File: src/rtl/dmem_ctrl_pkg.sv
// Shared types for the data-memory access controller.
// Access sizes, FSM states and the big-endian byte-lane helper.
package dmem_ctrl_pkg;

  typedef enum logic [1:0] {
    SZ_BYTE = 2'b00,
    SZ_HALF = 2'b01,
    SZ_WORD = 2'b10,
    SZ_BAD  = 2'b11
  } size_e;

  typedef enum logic [2:0] {
    ST_IDLE,
    ST_LOAD,
    ST_WSTORE,
    ST_RMW_RD,
    ST_RMW_WR,
    ST_ERR,
    ST_RESP
  } state_e;

  // Big-endian: byte address 0 lives in bits [31:24].
  function automatic logic [1:0] byte_lane(input logic [1:0] off);
    return 2'd3 - off;
  endfunction

endpackage

File: src/rtl/dmem_lane_merge.sv
// Sub-word lane handling: extract/extend for loads,
// lane insertion into an existing word for stores.
module dmem_lane_merge
  import dmem_ctrl_pkg::*;
(
  input  size_e       size,
  input  logic        sgn,
  input  logic [1:0]  off,
  input  logic [31:0] word,
  input  logic [31:0] wdata,
  output logic [31:0] ld_data,
  output logic [31:0] st_word
);

  logic [1:0]  lane;
  logic [7:0]  b;
  logic [15:0] h;

  always_comb begin
    lane    = byte_lane(off);
    b       = word[{lane, 3'b000} +: 8];
    h       = off[1] ? word[15:0] : word[31:16];
    ld_data = word;
    st_word = wdata;
    unique case (size)
      SZ_BYTE: begin
        ld_data = {{24{sgn & b[7]}}, b};
        st_word = word;
        st_word[{lane, 3'b000} +: 8] = wdata[7:0];
      end
      SZ_HALF: begin
        ld_data = {{16{sgn & h[15]}}, h};
        st_word = off[1] ? {word[31:16], wdata[15:0]}
                         : {wdata[15:0], word[15:0]};
      end
      default: begin
        ld_data = word;
        st_word = wdata;
      end
    endcase
  end

endmodule

File: src/rtl/dmem_access_ctrl.sv
// CPU load/store sequencer onto a word-only data memory:
// direct word writes, read-modify-write for sub-word stores.
module dmem_access_ctrl
  import dmem_ctrl_pkg::*;
#(
  parameter int unsigned MEM_WORDS = 4096
) (
  input  logic        clk,
  input  logic        rst_n,
  input  logic        req_valid,
  output logic        req_ready,
  input  logic        req_write,
  input  logic [1:0]  req_size,
  input  logic        req_signed,
  input  logic [31:0] req_addr,
  input  logic [31:0] req_wdata,
  output logic        resp_valid,
  output logic [31:0] resp_rdata,
  output logic        resp_err,
  output logic [31:0] mem_address,
  output logic [31:0] mem_write_data,
  output logic        mem_write,
  output logic        mem_read,
  input  logic [31:0] mem_read_data
);

  localparam logic [29:0] WORD_LIM = 30'(MEM_WORDS);

  state_e      state_q, state_d;
  logic        write_q, write_d;
  size_e       size_q, size_d;
  logic        signed_q, signed_d;
  logic [31:0] addr_q, addr_d;
  logic [31:0] wdata_q, wdata_d;
  logic [31:0] old_q, old_d;
  logic [31:0] rdata_q, rdata_d;
  logic        err_q, err_d;

  logic        accept;
  logic        req_err;
  logic [31:0] merge_word;
  logic [31:0] ld_data;
  logic [31:0] st_word;

  assign accept = req_valid & (state_q == ST_IDLE);

  always_comb begin
    req_err = (req_size == SZ_BAD)
            | ((req_size == SZ_HALF) & req_addr[0])
            | ((req_size == SZ_WORD) & (req_addr[1:0] != 2'b00))
            | (req_addr[31:2] >= WORD_LIM);
  end

  always_ff @(posedge clk or negedge rst_n) begin
    if (!rst_n) state_q <= ST_IDLE;
    else        state_q <= state_d;
  end

  always_comb begin
    state_d = state_q;
    unique case (state_q)
      ST_IDLE: begin
        if (req_valid) begin
          unique case (1'b1)
            req_err:
              state_d = ST_ERR;
            !req_err & !req_write:
              state_d = ST_LOAD;
            !req_err & req_write & (req_size == SZ_WORD):
              state_d = ST_WSTORE;
            !req_err & req_write & (req_size != SZ_WORD):
              state_d = ST_RMW_RD;
          endcase
        end
      end
      ST_LOAD, ST_WSTORE, ST_RMW_WR, ST_ERR:
        state_d = ST_RESP;
      ST_RMW_RD:
        state_d = ST_RMW_WR;
      ST_RESP:
        state_d = ST_IDLE;
      default:
        state_d = ST_IDLE;
    endcase
  end

  always_comb begin
    req_ready      = (state_q == ST_IDLE) & rst_n;
    mem_address    = {addr_q[31:2], 2'b00};
    mem_read       = (state_q == ST_LOAD) | (state_q == ST_RMW_RD);
    mem_write      = (state_q == ST_WSTORE) | (state_q == ST_RMW_WR);
    mem_write_data = '0;
    if (state_q == ST_WSTORE) mem_write_data = wdata_q;
    if (state_q == ST_RMW_WR) mem_write_data = st_word;
    resp_valid     = (state_q == ST_RESP);
    resp_err       = (state_q == ST_RESP) & err_q;
    resp_rdata     = rdata_q;
  end

  // Loads extract from live memory data; stores merge into the latched word.
  assign merge_word = write_q ? old_q : mem_read_data;

  dmem_lane_merge u_merge (
    .size    (size_q),
    .sgn     (signed_q),
    .off     (addr_q[1:0]),
    .word    (merge_word),
    .wdata   (wdata_q),
    .ld_data (ld_data),
    .st_word (st_word)
  );

  always_comb begin
    write_d  = write_q;
    size_d   = size_q;
    signed_d = signed_q;
    addr_d   = addr_q;
    wdata_d  = wdata_q;
    err_d    = err_q;
    old_d    = old_q;
    rdata_d  = rdata_q;
    if (accept) begin
      write_d  = req_write;
      size_d   = size_e'(req_size);
      signed_d = req_signed;
      addr_d   = req_addr;
      wdata_d  = req_wdata;
      err_d    = req_err;
      rdata_d  = '0;
    end
    if (state_q == ST_LOAD)   rdata_d = ld_data;
    if (state_q == ST_RMW_RD) old_d   = mem_read_data;
  end

  always_ff @(posedge clk or negedge rst_n) begin
    if (!rst_n) begin
      write_q  <= 1'b0;
      size_q   <= SZ_BYTE;
      signed_q <= 1'b0;
      addr_q   <= '0;
      wdata_q  <= '0;
      err_q    <= 1'b0;
      old_q    <= '0;
      rdata_q  <= '0;
    end else begin
      write_q  <= write_d;
      size_q   <= size_d;
      signed_q <= signed_d;
      addr_q   <= addr_d;
      wdata_q  <= wdata_d;
      err_q    <= err_d;
      old_q    <= old_d;
      rdata_q  <= rdata_d;
    end
  end

endmodule

File: config.mk
export PLATFORM = sky130hd
export DESIGN_NAME = dmem_access_ctrl
export DESIGN_NICKNAME = d
export VERILOG_FILES = /design/src/rtl/dmem_ctrl_pkg.sv /design/src/rtl/dmem_lane_merge.sv /design/src/rtl/dmem_access_ctrl.sv
export SDC_FILE = /design/constraint.sdc
export NUM_CORES = 1
export LEC_CHECK = 0
export CAP_MARGIN = 20
export CORE_MARGIN = 2
export CORE_UTILIZATION = 49
export DETAILED_ROUTE_END_ITERATION = 7
export GPL_ROUTABILITY_DRIVEN = 1
export GPL_TIMING_DRIVEN = 1
export PLACE_DENSITY = 0.81
export SLEW_MARGIN = 15
export SYNTH_ARGS = -nofsm -noshare
export SYNTH_HDL_FRONTEND = slang
export SYNTH_SLANG_ARGS = --single-unit
export TNS_END_PERCENT = 10
File: constraint.sdc
create_clock -name clk -period 4 [get_ports clk]
set_clock_uncertainty 0.15 [all_clocks]
set_input_delay 0.8 -clock clk [delete_from_list [all_inputs] [get_ports clk]]
set_output_delay 0.8 -clock clk [all_outputs]
set_load 0.005 [all_outputs]
==> metrics.md, run 1 <==
| Metric | Value |
|---|---|
| Synth top area share | `44.6%` |
| Yosys Warn Count | `0` |
| CTS HTree Levels | `4` |
| Die area | `16,600 um^2` |
| HP Class | `input pin to asynchronous set/reset pin` |
| Max-cap violations | `0` |
| Area delta synth->final | `34.3%` |
| Largest net degree at the start of global routing | `77` |
| Vias in the first global route | `6,928` |
| Buf+Inv Stages, Crit Path | `2` |
| Fin. Hold Viols | `0` |
| Switching Power | `3.21 mW` |
| Worst EP required | `3.05 ns` |
| Die height | `roughly 130 um` |
| # setup viols final | `0` |
| Max Clk Rate | `0.256 GHz` |
| Final HPWL from detailed placement | `16.8 mm` |
| DIE WIDTH | `129 um` |
| Slew headroom | `29.2%` |
| Worst-Skew Late Latency | `0.42 ns` |
| Post-synth top flop | `dfrtp_1` |
| Synth area leader | `dfrtp_1` |
| Seq cells post-synth | `136` |
| Most common cell after layout, fill and taps aside | `nand2_1` |
| Int Power | `between 5 and 6 mW` |
| Total CTS buffers | `17` |
| Part of the power in the clock network | `19.2%` |
| CP endpoint kind | `primary output` |
| Placed Area | `9620 um^2` |
| Min Tclk post-route | `3.90 ns` |
| Sink Count | `136` |
| Synth unique cells | `50` |
| Synth Area per Inst | `9.49 um^2` |
| Synth top area cells | `dfrtp_1 (45%), nand2_1 (10%), mux2_2 (8.3%)` |
| Power share of the combinational group | `49.9%` |
| Simple-Gate Fraction of Synth Area | `16.6%` |
| Core box area | `15,200 um^2` |
| Maximum vdd drop | `approximately 0.38 mV` |
| Vias per inst | `5.98` |
| Row cnt | `45` |
| GRT Overall Usage | `28.8%` |
| Sw Ratio | `37.9%` |
| Pin slew with the least headroom to its limit | `1.06 ns` |
| Post-route cell area | `10,300 um^2` |
| GPL Wtd Cong | `0.926` |
| Most frequent cells in the layout | `nand2_1 (207), clkdlybuf4s50_1 (200), dfrtp_1 (133)` |
| Crit Path Class | `flop to primary output` |
| Leakage power total | `4.57 nW` |
| Slowest CP cell | `dfrtp_2` |
| First-pass GRT wire length | `36.9 mm` |
| Fraction of layout cells with a size suffix above 1 | `13.9%` |
| Cts hold-fix bufs | `0` |
| Synth Area in XOR/XNOR | `less than 1%` |
| Fillers | `~1,200` |
| Fin crit share | `a little over nine tenths` |
| Drt drc | `0` |
| Final ANT Viol Nets | `0` |
| Reg power frac | `a little under a third` |
| Fin nets | `1,072` |
| Reg clk slew, reported paths | `0.06 ns` |
| Antenna violations before repair | `0` |
| DR vias | `6,958` |
| Synth Area in Compound Gates | `17.6%` |
| Multiplexer area fraction after synthesis | `12.8%` |
| DRT iter0 DRCs | `slightly above 700` |
| Async SR Flop Fraction | `100%` |
| Cell Pwr Density | `between 800 and 900 nW/um^2` |
| IO Pins | `204` |
| Synth Instances | `around 800` |
| Final wirelength | `between 20 and 25 mm` |
| Critical Path, Cell by Cell | `buf_4 -> mux2_2 -> a22o_1 -> a222oi_1 -> o2bb2ai_1 -> clkdlybuf4s50_1` |
| Total congestion overflow | `0` |
| Mapped cell area | `7630 um^2` |
| CP top delay family | `buffers and inverters` |
| RSZ-0062 raised after global routing | `no` |
| Initial core utilization | `50.2%` |
| First-pass detailed-route iteration total | `6` |
| ANT cells | `0` |
| Setup TNS | `0 ns` |
| Part of the Yosys area used for sequential elements | `44.6%` |
| Max Root-Sink Buffers | `2` |
| Post-synth EDFFs | `0` |
| Wirelength per Cell | `20.3 um` |
| Final Max Slew Viols | `0` |
| PortBufs | `about 200` |
| Largest stage delay, worst path | `approximately 0.69 ns` |
| Adder-cell share of the synthesized area | `0.820%` |
| CP startpoint kind | `flop` |
| Critical Path AT | `2.95 ns` |
| Root Buffer | `clkbuf_16` |
| Crit-path max FO | `19` |
| CTS tree | `built` |
| Status | `completed` |
| Largest family of logic cells by synthesized area | `compound AO/OA/AOI/OAI gates` |
## layout make-up
class,instances,area [um^2],share of cell area (%)
inverters,15,56.3,0.549
flip-flops and latches,136,3410,33.2
multi-input cells,563,3680,35.9
clock inverters,12,178,1.73
clock buffers,18,429,4.19
repair buffers,231,2260,22.1
well taps,188,235,2.29
## registers in the layout, summed over array words and instances (netlist names)
signal / cells
addr_q: 32
old_q: 32
resp_rdata: 32
wdata_q: 32
state_q: 3
size_q: 2
err_q: 1
signed_q: 1
write_q: 1
## path summary, 6_finish.rpt
check	start	endpoint	slack [ns]	cells past startpoint
min in group clk	addr_q[11]$_DFFE_PN0P_	addr_q[11]$_DFFE_PN0P_	0.32	2
max	write_q$_DFFE_PN0P_	mem_write_data[17]	0.1	6
min reg2reg	addr_q[11]$_DFFE_PN0P_	addr_q[11]$_DFFE_PN0P_	0.32	2
min	rst_n	old_q[15]$_DFFE_PN0P_	0.01	1
max reg2reg	state_q[1]$_DFFE_PN0P_	resp_rdata[11]$_DFFE_PN0P_	1.41	4
max in group asynchronous	rst_n	addr_q[1]$_DFFE_PN0P_	2.44	2
## routing by layer
layer | vias to the layer above | share of wire [%] | global-route usage, %
li1 | 3156 | - | -
met1 | 3366 | 41 | 38.3
met2 | 383 | 47 | 46.5
met3 | 53 | 9.5 | 7.15
met4 | 0 | 2.4 | 9.65
met5 | - | 0 | 0
## kinds of logic (layout without fill, tap and decap cells)
| logic type | after synthesis | in the layout |
|---|---|---|
| simple gates | 293 | 293 |
| compound gates | 174 | 174 |
| flops | 136 | 136 |
| buf+inv | 106 | 276 |
| mux | 88 | 88 |
| fa+ha+maj | 5 | 5 |
| other cells | 1 | 2 |
| xor+xnor | 1 | 1 |
## what timing repair did
item,CTS,global route
endpoints found under the setup margin,9,12
resized for setup,1,4
hold endpoints to repair,0,0
setup buffers,0,2
## metrics by stage
step | utilization [%] | hold WS (ns) | total power, mW | setup WS, ns | instances
after detailed placement | 63.3 | 0.313 | 6.76 | 0.338 | 1131
after global routing | 67.4 | 0.00193 | 8.96 | 0.0386 | 1163
after global placement | 63.3 | 0.307 | 6.63 | 0.325 | 1131
after CTS | 67.3 | 0.00696 | 8.43 | 0.0000400 | 1161
final | 67.4 | 0.0148 | 8.48 | 0.0975 | 1163
after floorplan | - | 0.292 | 4.91 | 0.917 | 805
## synthesized netlist by cell type (2+ instances only)
library cell  number
dfrtp_1          136
o211ai_1           2
or2_2              2
mux2_2            56
o22ai_1            4
nor4_1             4
a222oi_1          13
nand3_2            2
nor3b_2            2
and2_1             5
nand2b_1           2
clkbuf_1          30
a221oi_1          18
o32ai_1            2
buf_1              4
o21bai_1           2
and4b_1            2
nor2b_1            5
buf_6              2
mux2i_1           30
nor4bb_1           2
buf_4             32
a221o_1            5
a22oi_1           20
ha_1               5
nand3_1           18
nor3_1             2
inv_1             14
a22o_1            27
o21ai_0           20
nand2_1          208
a21oi_1           23
nor2_1            33
o2bb2ai_1         32
or3b_2             2
mux4_2             2
buf_2             23
## power groups by stage
stage	Combinational (mW)	Clock, mW	Sequential, mW
2_1_floorplan	2.54	0	2.37
3_3_place_gp	4.03	0	2.60
3_5_place_dp	4.13	0	2.63
4_1_cts	4.17	1.64	2.62
5_1_grt	4.55	1.71	2.70
6_report	4.23	1.63	2.62
Power figures use the tool's default switching activity.
==> run 2, diff against run 1 <==
PLACE_DENSITY = unset   (was 0.81)
PLACE_DENSITY_LB_ADDON = 0.2   (was unset)
clock period = 4.11 ns   (was 4 ns; I/O delays follow)
==> metrics.md, run 2 (same netlist as run 1, synthesis figures left out) <==
| Metric | Value |
|---|---|
| GRT Overall Usage | `28.0%` |
| Vias in the first global route | `6,690` |
| Largest net degree at the start of global routing | `67` |
| Crit path launch | `write_q$_DFFE_PN0P_` |
| R2r endpoint | `resp_rdata[11]$_DFFE_PN0P_` |
| Initial core utilization | `between 50% and 60%` |
| Area delta synth->final | `34.0%` |
| Final HPWL from detailed placement | `16.4 mm` |
| Most common cell after layout, fill and taps aside | `nand2_1` |
| Leakage power total | `4.57 nW` |
| First-pass GRT wire length | `35.9 mm` |
| Min Tclk post-route | `roughly 3.9 ns` |
| CP startpoint kind | `flop` |
| Critical Path AT | `2.97 ns` |
| RSZ-0062 raised after global routing | `no` |
| CP endpoint kind | `primary output` |
| Fin nets | `roughly 1,100` |
| Reg clk slew, reported paths | `0.07 ns` |
| Slew headroom | `42.9%` |
| Fraction of layout cells with a size suffix above 1 | `13.6%` |
| Worst-Skew Late Latency | `~0.43 ns` |
| Root Buffer | `clkbuf_16` |
| Final ANT Viol Nets | `0` |
| Pwr Total | `8.11 mW` |
| Antenna violations before repair | `0` |
| Fin crit share | `95.9%` |
| CTS tree | `built` |
| GPL Wtd Cong | `between 0.9 and 1` |
| Worst EP required | `3.14 ns` |
| FF-to-FF setup slack | `1.55 ns` |
| Die area | `16,600 um^2` |
| Row cnt | `45` |
| Cts hold-fix bufs | `0` |
| Wirelength per Cell | `19.4 um` |
| DR vias | `6,736` |
| HP Class | `input pin to asynchronous set/reset pin` |
| Crit-path max FO | `25` |
| Final wirelength | `22.6 mm` |
| Final Max Slew Viols | `0` |
| CTS HTree Levels | `4` |
| Maximum vdd drop | `between 0.4 and 0.5 mV` |
| # setup viols final | `0` |
| Sink Count | `136` |
| First-pass detailed-route iteration total | `8` |
| Max Root-Sink Buffers | `2` |
| Pin slew with the least headroom to its limit | `0.857 ns` |
| ANT cells | `0` |
| Most frequent cells in the layout | `nand2_1 (207), clkdlybuf4s50_1 (200), dfrtp_1 (135)` |
| IO Pins | `204` |
| Setup Buffers After CTS | `0` |
| Cell Pwr Density | `794 nW/um^2` |
| Post-cts resize count | `0` |
| PortBufs | `about 200` |
| Die height | `129 um` |
| Setup TNS | `0 ns` |
| Max Clk Rate | `0.254 GHz` |
| Status | `finished with violations` |
| Drt drc | `9` |
| DIE WIDTH | `129 um` |
| Total congestion overflow | `0` |
| DRT iter0 DRCs | `739` |
| Vias per inst | `~5.8` |
| R2r startpoint | `write_q$_DFFE_PN0P_` |
| Failing checks | `design-rule violations` |
| Crit Path Class | `flop to primary output` |
| Total CTS buffers | `17` |
| Reg2Reg Depth | `5` |
| Fin. Hold Viols | `0` |
| Core box area | `15,200 um^2` |
| Max-cap violations | `0` |
==> run 2: final cells by class <==
| cell class | instances | area (um^2) |
|---|---|---|
| Clock inverter | 13 | 146 |
| Inverter | 15 | 56.3 |
| Fill cell | 1265 | 4980 |
| Clock buffer | 19 | 453 |
| Multi-Input combinational cell | 563 | 3670 |
| Sequential cell | 136 | 3400 |
| Timing Repair Buffer | 230 | 2260 |
| Tap cell | 188 | 235 |
==> run 2: where the power goes <==
group / internal [mW] / switching [mW] / leakage (nW)
Clock: 0.930 / 0.609 / 0.290
Sequential: 1.96 / 0.562 / 1.71
Combinational: 2.14 / 1.91 / 2.58
Total: 5.04 / 3.08 / 4.57
==> run 2: worst max-delay path by stage <==
stage          cells past startpoint  slack, ns            endpoint
6_report                           5       0.17  mem_write_data[11]
3_3_place_gp                       6       0.39  mem_write_data[29]
5_1_grt                            8       0.04  mem_write_data[13]
4_1_cts                            6       0.19  mem_write_data[21]
2_1_floorplan                      7       1.01  mem_write_data[10]
3_5_place_dp                       6       0.37  mem_write_data[29]
==> run 2: per-layer routing <==
layer,vias up,track usage (%),share of wire [%]
li1,3166,-,-
met1,3243,38.8,44
met2,293,42.3,45
met3,34,7.69,8.1
met4,0,10.2,2.4
met5,-,0,0
==> run 2: worst max-delay path, cell delays in order, from the launching register on <==
cell and delay [ns]:
dfrtp_2 0.77, buf_4 0.27, mux2i_1 0.55, nor2_1 0.13, a221o_1 0.34, clkdlybuf4s50_1 0.48
==> run 2: stage by stage <==
stage	hold slack, ns	utilization, %	setup slack [ns]	cell area, um^2	cells
6_report	0.119	67.3	0.169	10200	1164
3_5_place_dp	0.311	63.3	0.370	9630	1132
2_1_floorplan	0.292	-	1.01	7630	805
4_1_cts	0.131	67.3	0.187	10200	1164
3_3_place_gp	0.306	63.3	0.391	9630	1132
5_1_grt	0.144	67.3	0.0380	10200	1164
==> run 3, diff against run 2 <==
CORE_MARGIN = 10   (was 2)
SLEW_MARGIN = unset   (was 15)
==> metrics.md, run 3 (same netlist as run 1, synthesis figures left out) <==
| Metric | Value |
|---|---|
| Status | `completed` |
| Critical Path AT | `3.02 ns` |
| Vias in the first global route | `6,887` |
| Fin Hold WS | `roughly 0.12 ns` |
| Placed cell count | `1,154` |
| GRT Overall Usage | `23.5%` |
| First-pass detailed-route iteration total | `5` |
| CP endpoint kind | `primary output` |
| PortBufs | `201` |
| Fraction of layout cells with a size suffix above 1 | `13.6%` |
| DR vias | `6,795` |
| DIE WIDTH | `145 um` |
| CP startpoint kind | `flop` |
| Max Root-Sink Buffers | `2` |
| Largest net degree at the start of global routing | `69` |
| Reg clk slew, reported paths | `about 0.06 ns` |
| DRT iter0 DRCs | `558` |
| Most common cell after layout, fill and taps aside | `nand2_1` |
| Leakage power total | `4.57 nW` |
| Fin crit share | `a little over nine tenths` |
| Setup TNS | `0 ns` |
| Core box area | `15,300 um^2` |
| Most frequent cells in the layout | `nand2_1 (207), clkdlybuf4s50_1 (200), dfrtp_1 (135)` |
| Crit Path Class | `flop to primary output` |
| Max Clk Rate | `0.251 GHz` |
| Row cnt | `45` |
| Final wirelength | `24.4 mm` |
| Maximum vdd drop | `0.398 mV` |
| Die area | `21,000 um^2` |
| Root Buffer | `clkbuf_16` |
| ANT cells | `0` |
| CTS tree | `built` |
| Area delta synth->final | `34.8%` |
| Worst-Skew Late Latency | `between 0.4 and 0.5 ns` |
| Final HPWL from detailed placement | `18.1 mm` |
| Antenna violations before repair | `0` |
| Min Tclk post-route | `3.99 ns` |
| First-pass GRT wire length | `38.3 mm` |
| Vias per inst | `5.73` |
| Max-cap violations | `0` |
| Initial core utilization | `50.0%` |
| # setup viols final | `0` |
| Wirelength per Cell | `20.6 um` |
| Sink Count | `~140` |
| Worst EP required | `3.14 ns` |
| Core Util, Final | `67.4%` |
| Final Non-Filler Cells | `1,186` |
| Total congestion overflow | `0` |
| Pwr Total | `roughly 8.2 mW` |
| Slew headroom | `between 40% and 50%` |
| Fin nets | `approximately 1,100` |
| CTS HTree Levels | `4` |
| GPL Wtd Cong | `around 0.91` |
| Crit-path max FO | `28` |
| Die height | `approximately 140 um` |
| IO Pins | `204` |
| Fin. Hold Viols | `0` |
| Final Max Slew Viols | `0` |
| Cell Pwr Density | `800 nW/um^2` |
| Drt drc | `0` |
| HP Class | `input pin to asynchronous set/reset pin` |
| Pin slew with the least headroom to its limit | `0.875 ns` |
| Total CTS buffers | `17` |
| Final ANT Viol Nets | `0` |
## run 3: cell types whose count changed in the layout (fill, tap and decap cells not counted), sizes merged
cell	delta
inv	-1
clkinv	-5
bufinv	+1
clkbuf	+3
clkinvlp	+2
buf	-1
## run 3: final timing paths
check	end	startpoint	depth (start not counted)	slack [ns]
min reg2reg	addr_q[4]$_DFFE_PN0P_	addr_q[4]$_DFFE_PN0P_	2	0.32
min in group clk	addr_q[4]$_DFFE_PN0P_	addr_q[4]$_DFFE_PN0P_	2	0.32
max reg2reg	resp_rdata[9]$_DFFE_PN0P_	write_q$_DFFE_PN0P_	5	1.46
min	err_q$_DFFE_PN0P_	rst_n	1	0.12
max in group asynchronous	wdata_q[21]$_DFFE_PN0P_	rst_n	3	1.99
max	mem_write_data[9]	write_q$_DFFE_PN0P_	6	0.12
## run 3: routing by layer
layer | routed length, um | GRT usage, % | up-vias
met5 | 0 | 0 | -
met4 | 521 | 8.62 | 0
met3 | 2630 | 8.31 | 35
met2 | 11400 | 37.1 | 315
met1 | 9850 | 29.0 | 3282
li1 | - | - | 3163
## run 3: layout make-up
class / count / area [um^2]
Clock inverter: 10 / 143
Tap cell: 211 / 264
Clock buffer: 22 / 474
Inverter: 15 / 56.3
Timing Repair Buffer: 229 / 2250
Sequential cell: 136 / 3400
Fill cell: 1243 / 4970
Multi-Input combinational cell: 563 / 3690
## run 3: timing repair
item,4_1_cts,5_1_grt
resized for setup,1,3
hold buffers,0,0
setup endpoints to repair,5,7
setup buffers,0,0
## run 3: power breakdown
group	total, mW	leakage, nW	internal (mW)	switching, mW
combinational	4.09	2.57	2.15	1.94
sequential	2.55	1.71	1.96	0.582
clock	1.59	0.289	1.00	0.586
## run 3: stage by stage
step,worst slack (ns),instance area (um^2)
finish,0.120,10300
floorplan,1.01,7630
global route,-0.00874,10300
CTS,0.0206,10300
global placement,0.398,9650
detailed placement,0.405,9650
## run 3: critical path, stage by stage (launching register included)
cell	delay, ns
dfrtp_2	0.81
buf_4	0.35
mux2_2	0.44
a22o_1	0.20
a22oi_1	0.19
o2bb2ai_2	0.12
clkdlybuf4s50_1	0.47
